**src/rtl/uart_pkg.sv**
```systemverilog
// Shared definitions for the UART blocks: state encoding, limits and parity helper.
package uart_pkg;

  // Widest data field any UART block in this family supports.
  localparam int UART_MAX_DATA_BITS = 9;

  // Transmit FSM state encoding (fixed values so encodings stay stable across revisions).
  typedef logic [2:0] uart_state_t;
  localparam uart_state_t ST_IDLE   = 3'd0;
  localparam uart_state_t ST_START  = 3'd1;
  localparam uart_state_t ST_DATA   = 3'd2;
  localparam uart_state_t ST_PARITY = 3'd3;
  localparam uart_state_t ST_STOP   = 3'd4;

  // Parity over a zero-extended data word; odd=1 inverts the even-parity result.
  function automatic logic uart_parity(
    input logic [UART_MAX_DATA_BITS-1:0] data,
    input logic                          odd
  );
    uart_parity = (^data) ^ odd;
  endfunction

endpackage

```
**src/rtl/uart_sync_fifo.sv**
```systemverilog
// Single-clock FIFO with occupancy count. Pushes while full and pops while
// empty are ignored; a simultaneous push and pop leaves the level unchanged.
module uart_sync_fifo #(
  parameter int WIDTH = 8,
  parameter int DEPTH = 4
) (
  input  logic                       clk,
  input  logic                       rst_n,
  input  logic                       push,
  input  logic                       pop,
  input  logic [WIDTH-1:0]           wdata,
  output logic [WIDTH-1:0]           rdata,
  output logic                       full,
  output logic                       empty,
  output logic [$clog2(DEPTH+1)-1:0] level
);

  localparam int AW = $clog2(DEPTH);
  localparam int LW = $clog2(DEPTH+1);
  localparam logic [LW-1:0] LEVEL_FULL = LW'(DEPTH);
  localparam logic [LW-1:0] LEVEL_ONE  = LW'(1);
  localparam logic [LW-1:0] LEVEL_ZERO = LW'(0);
  localparam logic [AW-1:0] PTR_ONE    = AW'(1);
  localparam logic [AW-1:0] PTR_ZERO   = AW'(0);

  logic [WIDTH-1:0] mem_r [DEPTH];
  logic [AW-1:0]    wr_ptr_r;
  logic [AW-1:0]    rd_ptr_r;
  logic [LW-1:0]    level_r;
  logic             push_ok_s;
  logic             pop_ok_s;

  assign full      = (level_r == LEVEL_FULL);
  assign empty     = (level_r == LEVEL_ZERO);
  assign level     = level_r;
  assign rdata     = mem_r[rd_ptr_r];
  assign push_ok_s = push && !full;
  assign pop_ok_s  = pop && !empty;

  // Storage array; no reset needed since entries are only read after a push.
  always_ff @(posedge clk) begin
    if (push_ok_s) begin
      mem_r[wr_ptr_r] <= wdata;
    end
  end

  // Pointers (power-of-two depth lets them wrap naturally) and occupancy.
  always_ff @(posedge clk or negedge rst_n) begin
    if (!rst_n) begin
      wr_ptr_r <= PTR_ZERO;
      rd_ptr_r <= PTR_ZERO;
      level_r  <= LEVEL_ZERO;
    end else begin
      if (push_ok_s) begin
        wr_ptr_r <= wr_ptr_r + PTR_ONE;
      end
      if (pop_ok_s) begin
        rd_ptr_r <= rd_ptr_r + PTR_ONE;
      end
      case ({push_ok_s, pop_ok_s})
        2'b10:   level_r <= level_r + LEVEL_ONE;
        2'b01:   level_r <= level_r - LEVEL_ONE;
        default: level_r <= level_r;
      endcase
    end
  end

endmodule

```
**src/rtl/uart_tx_fifo_cfg.sv**
```systemverilog
// UART transmitter with input FIFO and per-frame configuration (parity
// none/even/odd, one or two stop bits). Frames go out LSB first, back to back,
// advancing one line bit per baud tick.
module uart_tx_fifo_cfg
  import uart_pkg::*;
#(
  parameter int DATA_BITS  = 8,
  parameter int FIFO_DEPTH = 4
) (
  input  logic                            clk,
  input  logic                            rst_n,
  input  logic                            tick,
  input  logic [DATA_BITS-1:0]            s_data,
  input  logic                            s_valid,
  output logic                            s_ready,
  input  logic                            cfg_parity_en,
  input  logic                            cfg_parity_odd,
  input  logic                            cfg_two_stop,
  output logic                            tx,
  output logic                            tx_busy,
  output logic                            tx_done,
  output logic [$clog2(FIFO_DEPTH+1)-1:0] fifo_level
);

  localparam logic [3:0] LAST_BIT_CNT = 4'(DATA_BITS);

  logic [DATA_BITS-1:0]          fifo_rdata_s;
  logic                          fifo_full_s;
  logic                          fifo_empty_s;
  logic                          pop_s;
  logic                          frame_end_s;
  logic [UART_MAX_DATA_BITS-1:0] par_data_s;

  uart_state_t                   state_r;
  logic [DATA_BITS-1:0]          shift_r;
  logic [3:0]                    bit_cnt_r;
  logic                          stop_cnt_r;
  logic                          par_en_r;
  logic                          two_stop_r;
  logic                          par_bit_r;
  logic                          tx_r;
  logic                          busy_r;
  logic                          done_r;

  uart_sync_fifo #(
    .WIDTH (DATA_BITS),
    .DEPTH (FIFO_DEPTH)
  ) u_fifo (
    .clk   (clk),
    .rst_n (rst_n),
    .push  (s_valid),
    .pop   (pop_s),
    .wdata (s_data),
    .rdata (fifo_rdata_s),
    .full  (fifo_full_s),
    .empty (fifo_empty_s),
    .level (fifo_level)
  );

  assign s_ready = !fifo_full_s;
  assign tx      = tx_r;
  assign tx_busy = busy_r;
  assign tx_done = done_r;

  // Frame-end detection and the pop request: a new frame is loaded from IDLE
  // or directly at the end of the previous frame's last stop bit.
  always_comb begin
    frame_end_s = 1'b0;
    pop_s       = 1'b0;
    if (tick && (state_r == ST_STOP) && !(two_stop_r && !stop_cnt_r)) begin
      frame_end_s = 1'b1;
    end else begin
      frame_end_s = 1'b0;
    end
    if (tick && !fifo_empty_s && ((state_r == ST_IDLE) || frame_end_s)) begin
      pop_s = 1'b1;
    end else begin
      pop_s = 1'b0;
    end
  end

  // Zero-extend the head entry so the shared parity helper sees a fixed width.
  always_comb begin
    par_data_s                  = {UART_MAX_DATA_BITS{1'b0}};
    par_data_s[DATA_BITS-1:0]   = fifo_rdata_s;
  end

  // Latch the frame configuration and parity when a byte is taken, so cfg
  // changes mid-frame only affect the following frame.
  always_ff @(posedge clk or negedge rst_n) begin
    if (!rst_n) begin
      par_en_r   <= 1'b0;
      two_stop_r <= 1'b0;
      par_bit_r  <= 1'b0;
    end else if (pop_s) begin
      par_en_r   <= cfg_parity_en;
      two_stop_r <= cfg_two_stop;
      par_bit_r  <= uart_parity(par_data_s, cfg_parity_odd);
    end
  end

  // Transmit FSM: advances one line bit per tick and drives tx from a register.
  always_ff @(posedge clk or negedge rst_n) begin
    if (!rst_n) begin
      state_r    <= ST_IDLE;
      shift_r    <= {DATA_BITS{1'b0}};
      bit_cnt_r  <= 4'd0;
      stop_cnt_r <= 1'b0;
      tx_r       <= 1'b1;
      busy_r     <= 1'b0;
      done_r     <= 1'b0;
    end else begin
      done_r <= 1'b0;
      if (tick) begin
        case (state_r)
          ST_IDLE: begin
            if (!fifo_empty_s) begin
              shift_r <= fifo_rdata_s;
              tx_r    <= 1'b0;
              busy_r  <= 1'b1;
              state_r <= ST_START;
            end
          end
          ST_START: begin
            tx_r      <= shift_r[0];
            shift_r   <= {1'b0, shift_r[DATA_BITS-1:1]};
            bit_cnt_r <= 4'd1;
            state_r   <= ST_DATA;
          end
          ST_DATA: begin
            if (bit_cnt_r < LAST_BIT_CNT) begin
              tx_r      <= shift_r[0];
              shift_r   <= {1'b0, shift_r[DATA_BITS-1:1]};
              bit_cnt_r <= bit_cnt_r + 4'd1;
            end else if (par_en_r) begin
              tx_r    <= par_bit_r;
              state_r <= ST_PARITY;
            end else begin
              tx_r       <= 1'b1;
              stop_cnt_r <= 1'b0;
              state_r    <= ST_STOP;
            end
          end
          ST_PARITY: begin
            tx_r       <= 1'b1;
            stop_cnt_r <= 1'b0;
            state_r    <= ST_STOP;
          end
          ST_STOP: begin
            if (two_stop_r && !stop_cnt_r) begin
              stop_cnt_r <= 1'b1;
            end else begin
              done_r <= 1'b1;
              if (!fifo_empty_s) begin
                // Next frame starts immediately: no idle bit between frames.
                shift_r <= fifo_rdata_s;
                tx_r    <= 1'b0;
                state_r <= ST_START;
              end else begin
                tx_r    <= 1'b1;
                busy_r  <= 1'b0;
                state_r <= ST_IDLE;
              end
            end
          end
          default: begin
            tx_r    <= 1'b1;
            busy_r  <= 1'b0;
            state_r <= ST_IDLE;
          end
        endcase
      end
    end
  end

endmodule

```
**config.mk**
```make
export PLATFORM = sky130hd
export DESIGN_NAME = uart_tx_fifo_cfg
export DESIGN_NICKNAME = d
export VERILOG_FILES = /design/src/rtl/uart_pkg.sv /design/src/rtl/uart_sync_fifo.sv /design/src/rtl/uart_tx_fifo_cfg.sv
export SDC_FILE = /design/constraint.sdc
export NUM_CORES = 1
export LEC_CHECK = 0
export BUFFER_PORTS_ARGS = -buffer_cell sky130_fd_sc_hd__buf_2
export CAP_MARGIN = 20
export CORE_ASPECT_RATIO = 0.9
export CORE_UTILIZATION = 57
export CTS_BUF_LIST = sky130_fd_sc_hd__clkbuf_4
export DETAILED_ROUTE_END_ITERATION = 7
export GPL_TIMING_DRIVEN = 0
export PLACE_DENSITY = 0.76
export SLEW_MARGIN = 10
export SYNTH_ARGS = -nofsm -noshare
export SYNTH_HDL_FRONTEND = slang
export SYNTH_SLANG_ARGS = --single-unit
```
**constraint.sdc**
```tcl
create_clock -name clk -period 3.4 [get_ports clk]
set_clock_uncertainty 0.1 [all_clocks]
set_input_delay 0.17 -clock clk [delete_from_list [all_inputs] [get_ports clk]]
set_output_delay 0.17 -clock clk [all_outputs]
set_load 0.05 [all_outputs]
```
==> out/qor.csv, run 1 <==
stage,metric,value,unit
worst_setup_path,CP endpoint kind,flip-flop,
worst_setup_path,R2R Setup Slk,560,ps
sta,final setup violating endpoints,0,
clock_network,cts bufs inserted,9,
global_route,global route overflow,0,
floorplan,core area,4550,µm²
worst_setup_path,reg2reg end,u_fifo.level[2],
sta,final-report max-slew violation count,0,
sta,Slew headroom,56.8,%
detailed_routing,DRC violations left,0,
synthesis,Mapped Cells,200,
cells_and_area,nets@finish,265,
job,Max Cap Viol,0,
floorplan,# IOs,22,
synthesis,asr flop ratio synth,47.5,%
synthesis,Synth Register Bits,61,
cells_and_area,fillers,334,
clock_network,Clock Tree Root,clkbuf_4,
global_route,largest net degree at the start of global routing,30,
sta,crit share post-route,83.5,%
sta,RSZ-0062 raised after global routing,false,
placed_design,gpl congestion,0.810,
clock_network,worst-skew pair later-pin latency,410,ps
placed_design,Cell Count Post-Placement,282,
sta,maximum clock frequency,352,MHz
sta,Final min period,2840,ps
synthesis,syn avg cell area,13.8,µm²
power,VDD IR-drop max,0.527,mV
global_route,GR Util All Layers,22.6,%
worst_setup_path,worst endpoint required time,3650,ps
worst_setup_path,Worst R2R Start,u_fifo.level[2],
sta,final hold vios,0,
worst_setup_path,Critical path origin,u_fifo.level[2],
worst_setup_path,WP depth,10,
clock_network,clock buffer depth,2,
detailed_routing,DR pass1 iterations,4,
sta,final setup TNS,0,ps
worst_setup_path,Setup crit end,u_fifo.level[2],
detailed_routing,Post-Route WL,4720,µm
detailed_routing,total vias in the final route,1710,
clock_network,Post-CTS Setup Inserts,0,
worst_setup_path,CP Buf/Inv Count,2,
detailed_routing,Detailed Route Iter0 Violations,71,
synthesis,synthesized net count,222,
sta,Hold WS,49.2,ps
power,leakage power,1.32,nW
clock_network,clock sinks,61,
worst_setup_path,Worst path top cell family by delay,simple AND/OR/NAND/NOR gates,
synthesis,predominant post-synthesis flop cell,edfxtp_1,
placed_design,Port Buffer Count,20,
detailed_routing,Vias per Instance,5.52,
detailed_routing,Final ANT Viol Nets,0,
outcome,status,"finished, final reports clean",
detailed_routing,mean routed wirelength per cell,15.2,µm
synthesis,yosys warns,0,
synthesis,"EDFF count, synth",32,
worst_setup_path,Reg2Reg Depth,10,
worst_setup_path,data arrival time at the worst-slack endpoint,3090,ps
global_route,global-route wire length before repair,8000,µm
synthesis,post-synthesis sequential area ratio,61.4,%
floorplan,chip height,67.9,µm
floorplan,site row count,23,
clock_network,# H-tree levels,3,
worst_setup_path,max incr delay on CP,460,ps
worst_setup_path,Worst setup SP type,flip-flop,
synthesis,post-synth cell types,45,
cells_and_area,n_diodes,0,
clock_network,Clock transition at path regs,120,ps
global_route,initial antenna violation count,0,
floorplan,Die ar.,5110,µm²
worst_setup_path,Crit Path Max Fanout,8,
worst_setup_path,"critical path, cell by cell","nor3_1, nor3_1, and3_1, clkbuf_1, ha_1, inv_1, fa_1, xor2_1, nor2_1, xor2_1",
worst_setup_path,Crit-path slowest cell,dfrtp_1,
floorplan,Initial Util,60.5,%
cells_and_area,Area Growth Syn to Fin,15.7,%
clock_network,CTS tree,built,
power,Power Density,937,nW/µm²
min_path,Hold/Removal Path Class,input port to flip-flop,
global_route,vias in the first global route,1681,
sta,Slew @ Worst Pin,647,ps
clock_network,PostCTS Resize Cnt,0,
placed_design,Detail Placement HPWL,3180,µm
worst_setup_path,Crit Path Class,flip-flop to flip-flop,
synthesis,mapped cell area,2750,µm²
cells_and_area,share of layout cells above drive strength 1,20.2,%
cells_and_area,non-filler cells in the finished layout,310,
floorplan,Die X,75.2,µm
-- worst reg2reg max path, delay by kind of cell, from the launching register on --
| kind | cells | cell delay, ps |
|---|---|---|
| XOR/XNOR | 2 | 300 |
| adder cells (fa/ha/maj) | 2 | 630 |
| buffers and inverters | 2 | 420 |
| flip-flops | 1 | 460 |
| AND/OR/NAND/NOR | 4 | 880 |
-- state kept, by name, summed over array words and instances, names as in the netlist --
register / cells
bit_cnt_r: 4
par_bit_r: 1
par_en_r: 1
shift_r: 8
state_r: 3
stop_cnt_r: 1
two_stop_r: 1
tx: 1
tx_busy: 1
tx_done: 1
u_fifo.level: 3
u_fifo.mem_r: 32
u_fifo.rd_ptr_r: 2
u_fifo.wr_ptr_r: 2
-- synth_stat cells, types with 2 or more instances --
library cell	instances	area, µm²
edfxtp_1	32	961
dfrtp_1	28	701
nand2_1	18	67.6
o21ai_0	16	80.1
inv_1	10	37.5
mux2i_1	8	80.1
a21oi_1	7	35.0
clkbuf_1	7	26.3
xnor2_1	7	61.3
ha_1	6	75.1
mux4_2	6	135
and3_1	5	31.3
nor2_1	5	18.8
nand2b_1	4	25.0
nor3_1	4	20.0
xor2_1	4	35.0
a21o_1	2	15.0
mux2_2	2	22.5
mux4_1	2	52.6
o31ai_1	2	15.0
-- timing repair --
action / in CTS / in global routing
endpoints found under the hold margin: 63 / 0
hold buffers: 12 / 0
setup endpoints to repair: 0 / 0
-- layout by cell type (no fill, tap or decap), drive strengths merged, types with 2 or more instances in the layout --
cell	netlist	layout
a21o	2	2
a21oi	8	8
and3	5	5
buf	1	21
clkbuf	8	17
dfrtp	28	28
dlygate4sd3	0	12
edfxtp	32	32
ha	6	6
inv	10	16
mux2	2	2
mux2i	8	8
mux4	8	8
nand2	18	18
nand2b	4	4
nor2	5	5
nor3	4	4
o21ai	16	16
o31ai	2	2
xnor2	8	8
xor2	4	4
-- how the worst min path moves through the flow --
stage	start	end	depth (start not counted)
6_report	s_valid	u_fifo.wr_ptr_r[0]	3
2_1_floorplan	rst_n	bit_cnt_r[0]	0
4_1_cts	s_valid	u_fifo.wr_ptr_r[0]	3
5_1_grt	s_valid	u_fifo.wr_ptr_r[0]	3
3_5_place_dp	rst_n	shift_r[3]	1
3_3_place_gp	rst_n	shift_r[2]	1
-- power breakdown --
part / switching [mW] / leakage (nW) / internal, mW
Combinational: 0.744 / 0.595 / 0.602
Sequential: 0.125 / 0.650 / 1.02
Clock: 0.315 / 0.0718 / 0.170
Total: 1.18 / 1.32 / 1.80
-- metal layers --
layer	vias to the layer above	share of wire (%)	track usage [%]
li1	826	-	-
met1	831	46	30.6
met2	46	48	33.9
met3	7	5.1	8.84
met4	0	0.81	6.94
met5	-	0	0
-- cell families after synthesis --
family / after synthesis / synth area share, %
DFF: 61 / 61.4
and+or+nand+nor: 43 / 7.87
AOI/OAI and AO/OA: 39 / 8.92
buffers and inverters: 19 / 2.91
muxes: 18 / 10.6
xor gates and xnor gates: 13 / 4.91
adders and majority gates: 7 / 3.46
-- metrics by stage --
stage | cell area (µm²) | worst slack, ps | utilization (%) | total power [mW]
finish | 3180 | 562 | 70.0 | 2.98
CTS | 3180 | 588 | 70.0 | 3.00
global placement | 2930 | 663 | 64.4 | 2.48
floorplan | 2750 | 566 | - | 2.23
detailed placement | 2930 | 633 | 64.4 | 2.51
global route | 3180 | 401 | 70.0 | 3.20
-- area by class of cell --
type	instances	area (µm²)	share of cell area [%]
Timing Repair Buffer	32	220	6.92
Tap cell	62	77.6	2.44
Clock inverter	7	65.1	2.05
Multi-Input combinational cell	120	982	30.9
Buffer	9	42.5	1.34
Clock buffer	9	67.6	2.12
Sequential cell	61	1690	53.1
Inverter	10	37.5	1.18
(Power assumes the default switching activity.)
==> run 2: changes to the inputs <==
- CORE_UTILIZATION: 57 -> 56
- PLACE_DENSITY: 0.76 -> 0.78
- clock period: 3.4 -> 2.4 ns (I/O delays scaled with it)
==> run 2 against run 1 <==
Hold slack improved by 110 ps; cell count up 3.2%; global-route usage up 0.89 points.
==> out/qor.csv, run 2 (same netlist as run 1, synthesis figures left out) <==
stage,metric,value,unit
cells_and_area,Top reg by flops,u_fifo.mem_r,
floorplan,# IOs,22,
floorplan,Die X,75.9,µm
outcome,status,"finished, final reports clean",
global_route,met2 GRT Util,35.6,%
placed_design,DP Area,2950,µm²
cells_and_area,design area,3320,µm²
detailed_routing,DR pass1 iterations,4,
job,Max Cap Viol,0,
detailed_routing,Post-Route WL,5230,µm
detailed_routing,Final ANT Viol Nets,0,
sta,final setup violating endpoints,0,
cells_and_area,most frequent cells in the layout,"edfxtp_1, dfrtp_1, buf_2",
worst_setup_path,CP endpoint kind,flip-flop,
placed_design,Port Buffer Count,20,
clock_network,CTS tree,built,
clock_network,clock sinks,61,
floorplan,chip height,68.5,µm
floorplan,Die ar.,5200,µm²
clock_network,clock buffer depth,2,
worst_setup_path,Worst path top cell family by delay,multiplexers,
placed_design,gpl congestion,0.846,
cells_and_area,FF+latch area,1690,µm²
worst_setup_path,Crit-path slowest cell,mux4_2,
cells_and_area,nets@finish,275,
detailed_routing,Detailed Route Iter0 Violations,134,
power,leakage power,1.39,nW
cells_and_area,max reg flops,32,
global_route,met1 Use GR,31.8,%
worst_setup_path,"critical path, cell by cell","buf_8, mux4_2, xnor2_2, xnor3_1, xnor2_1, mux2_2",
sta,final setup TNS,0,ps
sta,final-report max-slew violation count,0,
cells_and_area,biggest regs,"u_fifo.mem_r x32, shift_r x8, bit_cnt_r x4",
global_route,Most Crowded Layer GR,met2,
sta,RSZ-0062 raised after global routing,true,
worst_setup_path,Crit Path Max Fanout,9,
global_route,largest net degree at the start of global routing,30,
worst_setup_path,data arrival time at the worst-slack endpoint,2490,ps
cells_and_area,"commonest non-fill, non-tap cell in the layout",edfxtp_1,
min_path,Hold/Removal Path Class,input port to async pin,
clock_network,Clock Tree Root,clkbuf_4,
cells_and_area,n_diodes,0,
worst_setup_path,max incr delay on CP,560,ps
sta,Slew headroom,56.0,%
floorplan,site row count,23,
worst_setup_path,CP Buf/Inv Count,1,
global_route,initial antenna violation count,0,
global_route,global route overflow,0,
detailed_routing,mean routed wirelength per cell,16.3,µm
cells_and_area,Multi-input gate area,1020,µm²
worst_setup_path,Worst setup SP type,flip-flop,
worst_setup_path,Critical path origin,u_fifo.rd_ptr_r[0],
sta,Slew @ Worst Pin,660,ps
global_route,vias in the first global route,1699,
floorplan,core area,4580,µm²
power,Power Density,1360,nW/µm²
clock_network,worst-skew pair later-pin latency,420,ps
clock_network,Clock transition at path regs,120,ps
detailed_routing,DRC violations left,0,
worst_setup_path,Crit Path Class,flip-flop to flip-flop,
cells_and_area,fillers,298,
power,VDD IR-drop max,0.758,mV
global_route,grt met3 use,7.95,%
sta,final hold vios,0,
detailed_routing,total vias in the final route,1737,
placed_design,Detail Placement HPWL,3310,µm
detailed_routing,Vias per Instance,5.43,
sta,crit share post-route,95.3,%
cells_and_area,share of layout cells above drive strength 1,27.1,%
floorplan,Initial Util,60.1,%
global_route,global-route wire length before repair,8350,µm
cells_and_area,Area Growth Syn to Fin,20.7,%
global_route,GR Util All Layers,23.4,%
clock_network,cts bufs inserted,9,
sta,Final min period,2290,ps
worst_setup_path,worst endpoint required time,2610,ps
clock_network,# H-tree levels,3,
sta,maximum clock frequency,437,MHz
worst_setup_path,Worst R2R Start,u_fifo.rd_ptr_r[0],
run 2: changes by cell type in the layout (fill, tap and decap cells not counted), sizes merged:
cell / before / now
clkbuf: 17 / 16
buf: 21 / 31
clkinv: 0 / 1
bufinv: 0 / 1
inv: 16 / 14
dlygate4sd3: 12 / 13
run 2: where the power goes:
| part | switching [mW] | internal (mW) | leakage [nW] |
|---|---|---|---|
| registers | 0.171 | 1.46 | 0.647 |
| logic | 1.13 | 0.971 | 0.660 |
| clock network | 0.437 | 0.330 | 0.0777 |
| total | 1.74 | 2.76 | 1.39 |
run 2: path summary, 6_finish.rpt:
path,to,slack [ps],depth (start not counted)
max,par_bit_r,110,6
min,shift_r[0],150,2
max reg2reg,par_bit_r,110,6
min reg2reg,shift_r[2],400,2
max in group asynchronous,u_fifo.level[1],1580,2
min in group clk,u_fifo.mem_r[2][4],340,2
run 2: worst reg2reg max path: stages, from the launching register on:
cell and delay [ps]:
dfrtp_1 390, buf_8 150, mux4_2 560, xnor2_2 150
xnor3_1 430, xnor2_1 140, mux2_2 260
run 2: per-stage QoR:
step	utilization (%)	hold WS, ps	worst slack [ps]	instances	power [mW]
2_1_floorplan	-	-276	30.5	200	3.19
3_3_place_gp	64.5	83.0	5.20	282	3.54
3_5_place_dp	64.5	85.4	-37.1	282	3.60
4_1_cts	70.7	156	13.4	312	4.38
5_1_grt	72.5	218	0.0282	320	4.82
6_report	72.5	154	113	320	4.50
run 2: repair_timing:
action / 4_1_cts / 5_1_grt
resized for setup: 0 / 10
hold buffers: 13 / 0
endpoints found under the setup margin: 1 / 11
hold endpoints to repair: 65 / 0
setup buffers: 1 / 8
pin swaps: 1 / 2
run 2: area by class of cell:
class / count / share of cell area, %
Clock inverter: 7 / 2.34
Sequential cell: 61 / 51.0
Inverter: 10 / 1.13
Timing Repair Buffer: 42 / 8.97
Buffer: 9 / 1.55
Multi-Input combinational cell: 120 / 30.7
Clock buffer: 9 / 2.04
Tap cell: 62 / 2.34
run 2: metal layers:
layer  vias up  routed length, µm
met2        37               2490
met3        10                188
met4         0                 78
met1       849               2470
met5         -                  0
li1        841                  -
==> run 3: changes to the inputs <==
- clock period: 2.4 -> 1.99 ns (I/O delays scaled with it)
==> run 3 against run 2 <==
Sequential share of layout area shrank 1.1 points; sequential power grew 23%; register-to-register slack lost 390 ps; combinational power grew 25%; non-clock buffer count shrank 2; cell count shrank 0.63%; the run now ends with negative setup slack left; clock power grew 24%; largest power group unchanged; wire length shrank 1.9%; worst setup slack lost 390 ps; critical endpoint unchanged; critical path depth is the same.
==> out/qor.csv, run 3 (same netlist as run 1, synthesis figures left out) <==
stage,metric,value,unit
detailed_routing,Final ANT Viol Nets,0,
detailed_routing,DR pass1 iterations,4,
cells_and_area,most frequent cells in the layout,"edfxtp_1, dfrtp_1, buf_2",
cells_and_area,max reg flops,32,
floorplan,Initial Util,60.1,%
placed_design,Detail Placement HPWL,3270,µm
worst_setup_path,worst endpoint required time,2180,ps
power,total power,5.59,mW
detailed_routing,DRC violations left,0,
cells_and_area,nets@finish,273,
clock_network,clock sinks,61,
outcome,status,"complete, but fails checks",
cells_and_area,biggest regs,"u_fifo.mem_r x32, shift_r x8, bit_cnt_r x4",
worst_setup_path,data arrival time at the worst-slack endpoint,2450,ps
floorplan,Die ar.,5200,µm²
outcome,failing checks,negative setup slack,
worst_setup_path,Crit Path Max Fanout,8,
cells_and_area,share of layout cells above drive strength 1,30.5,%
power,VDD IR-drop max,1.46,mV
sta,Slew headroom,57.7,%
global_route,initial antenna violation count,0,
sta,final-report max-slew violation count,0,
sta,Hold WS,138,ps
sta,final hold vios,0,
sta,final worst setup slack,-277,ps
detailed_routing,mean routed wirelength per cell,16.1,µm
sta,Final min period,2270,ps
floorplan,core area,4580,µm²
cells_and_area,"commonest non-fill, non-tap cell in the layout",edfxtp_1,
worst_setup_path,Reg2Reg Depth,6,
worst_setup_path,Critical path origin,u_fifo.rd_ptr_r[0],
power,Power Density,1650,nW/µm²
sta,maximum clock frequency,441,MHz
clock_network,clock buffer depth,2,
detailed_routing,Vias per Instance,5.53,
sta,final setup violating endpoints,3,
min_path,Hold/Removal Path Class,input port to async pin,
sta,RSZ-0062 raised after global routing,true,
global_route,largest net degree at the start of global routing,30,
worst_setup_path,R2R Setup Slk,-280,ps
floorplan,chip height,68.5,µm
cells_and_area,Top reg by flops,u_fifo.mem_r,
clock_network,Clock transition at path regs,110,ps
global_route,GR Util All Layers,23.8,%
clock_network,CTS tree,built,
clock_network,worst-skew pair later-pin latency,390,ps
cells_and_area,Area Growth Syn to Fin,23.3,%
cells_and_area,n_diodes,0,
clock_network,cts bufs inserted,9,
placed_design,gpl congestion,0.819,
sta,Slew @ Worst Pin,634,ps
power,leakage power,1.40,nW
cells_and_area,design area,3390,µm²
worst_setup_path,CP endpoint kind,flip-flop,
worst_setup_path,Worst setup SP type,flip-flop,
worst_setup_path,Crit Path Class,flip-flop to flip-flop,
floorplan,site row count,23,
placed_design,Port Buffer Count,20,
sta,crit share post-route,114,%
placed_design,DP Area,2980,µm²
detailed_routing,Post-Route WL,5130,µm
detailed_routing,total vias in the final route,1760,
clock_network,Clock Tree Root,clkbuf_4,
floorplan,Die X,75.9,µm
cells_and_area,fillers,277,
global_route,vias in the first global route,1683,
clock_network,# H-tree levels,3,
placed_design,pre-CTS setup slack,-339,ps
job,Max Cap Viol,0,
detailed_routing,Detailed Route Iter0 Violations,121,
floorplan,# IOs,22,
global_route,global-route wire length before repair,8390,µm
worst_setup_path,Worst R2R Start,u_fifo.rd_ptr_r[0],
worst_setup_path,reg2reg end,par_bit_r,
global_route,global route overflow,0,
[run 3: final cells by class]
type / count / area [µm²] / area share, %
Inverter: 10 / 37.5 / 1.11
Tap cell: 62 / 77.6 / 2.29
Buffer: 8 / 56.3 / 1.66
Clock buffer: 9 / 67.6 / 1.99
Clock inverter: 7 / 90.1 / 2.66
Timing Repair Buffer: 41 / 303 / 8.93
Sequential cell: 61 / 1690 / 49.9
Multi-Input combinational cell: 120 / 1070 / 31.5
[run 3: stage by stage]
stage,TNS (ps),instances,util (%)
after floorplan,-698,200,-
after global placement,-2480,282,65.1
after detailed placement,-2600,282,65.1
after CTS,-384,318,73.5
after global routing,-857,318,74.1
final,-567,318,74.1
[run 3: worst max-delay path by stage]
stage / to / slack [ps] / depth (start not counted)
finish: par_bit_r / -280 / 6
global route: par_bit_r / -360 / 6
CTS: par_bit_r / -290 / 6
detailed placement: u_fifo.level[2] / -340 / 10
global placement: u_fifo.level[2] / -310 / 10
floorplan: u_fifo.level[2] / -330 / 10
[run 3: where the power goes]
part           leakage (nW)  internal, mW  total, mW  switching, mW
Sequential            0.647          1.76       2.01          0.255
Clock                0.0833         0.503      0.950          0.447
Combinational         0.671          1.24       2.63           1.39
Total                  1.40          3.49       5.59           2.09
[run 3: what timing repair did]
item,CTS,global route
pin swaps,2,1
hold endpoints to repair,66,0
gates resized for setup,8,10
setup buffers,8,0
setup endpoints to repair,11,11
hold buffers,13,0
[run 3: worst max-delay path: stages (launching register included)]
cell and delay, ps:
dfrtp_1 370, buf_8 150, mux4_2 550, xnor2_2 140, xnor3_1 440, xnor2_1 150, mux2_2 260
[run 3: layer usage]
layer	share of wire [%]	vias up	track usage (%)	wire, µm
li1	-	845	-	-
met1	44	861	32.9	2260
met2	49	50	35.3	2540
met3	5.7	4	8.39	290
met4	0.94	0	7.64	48
met5	0	-	0	0
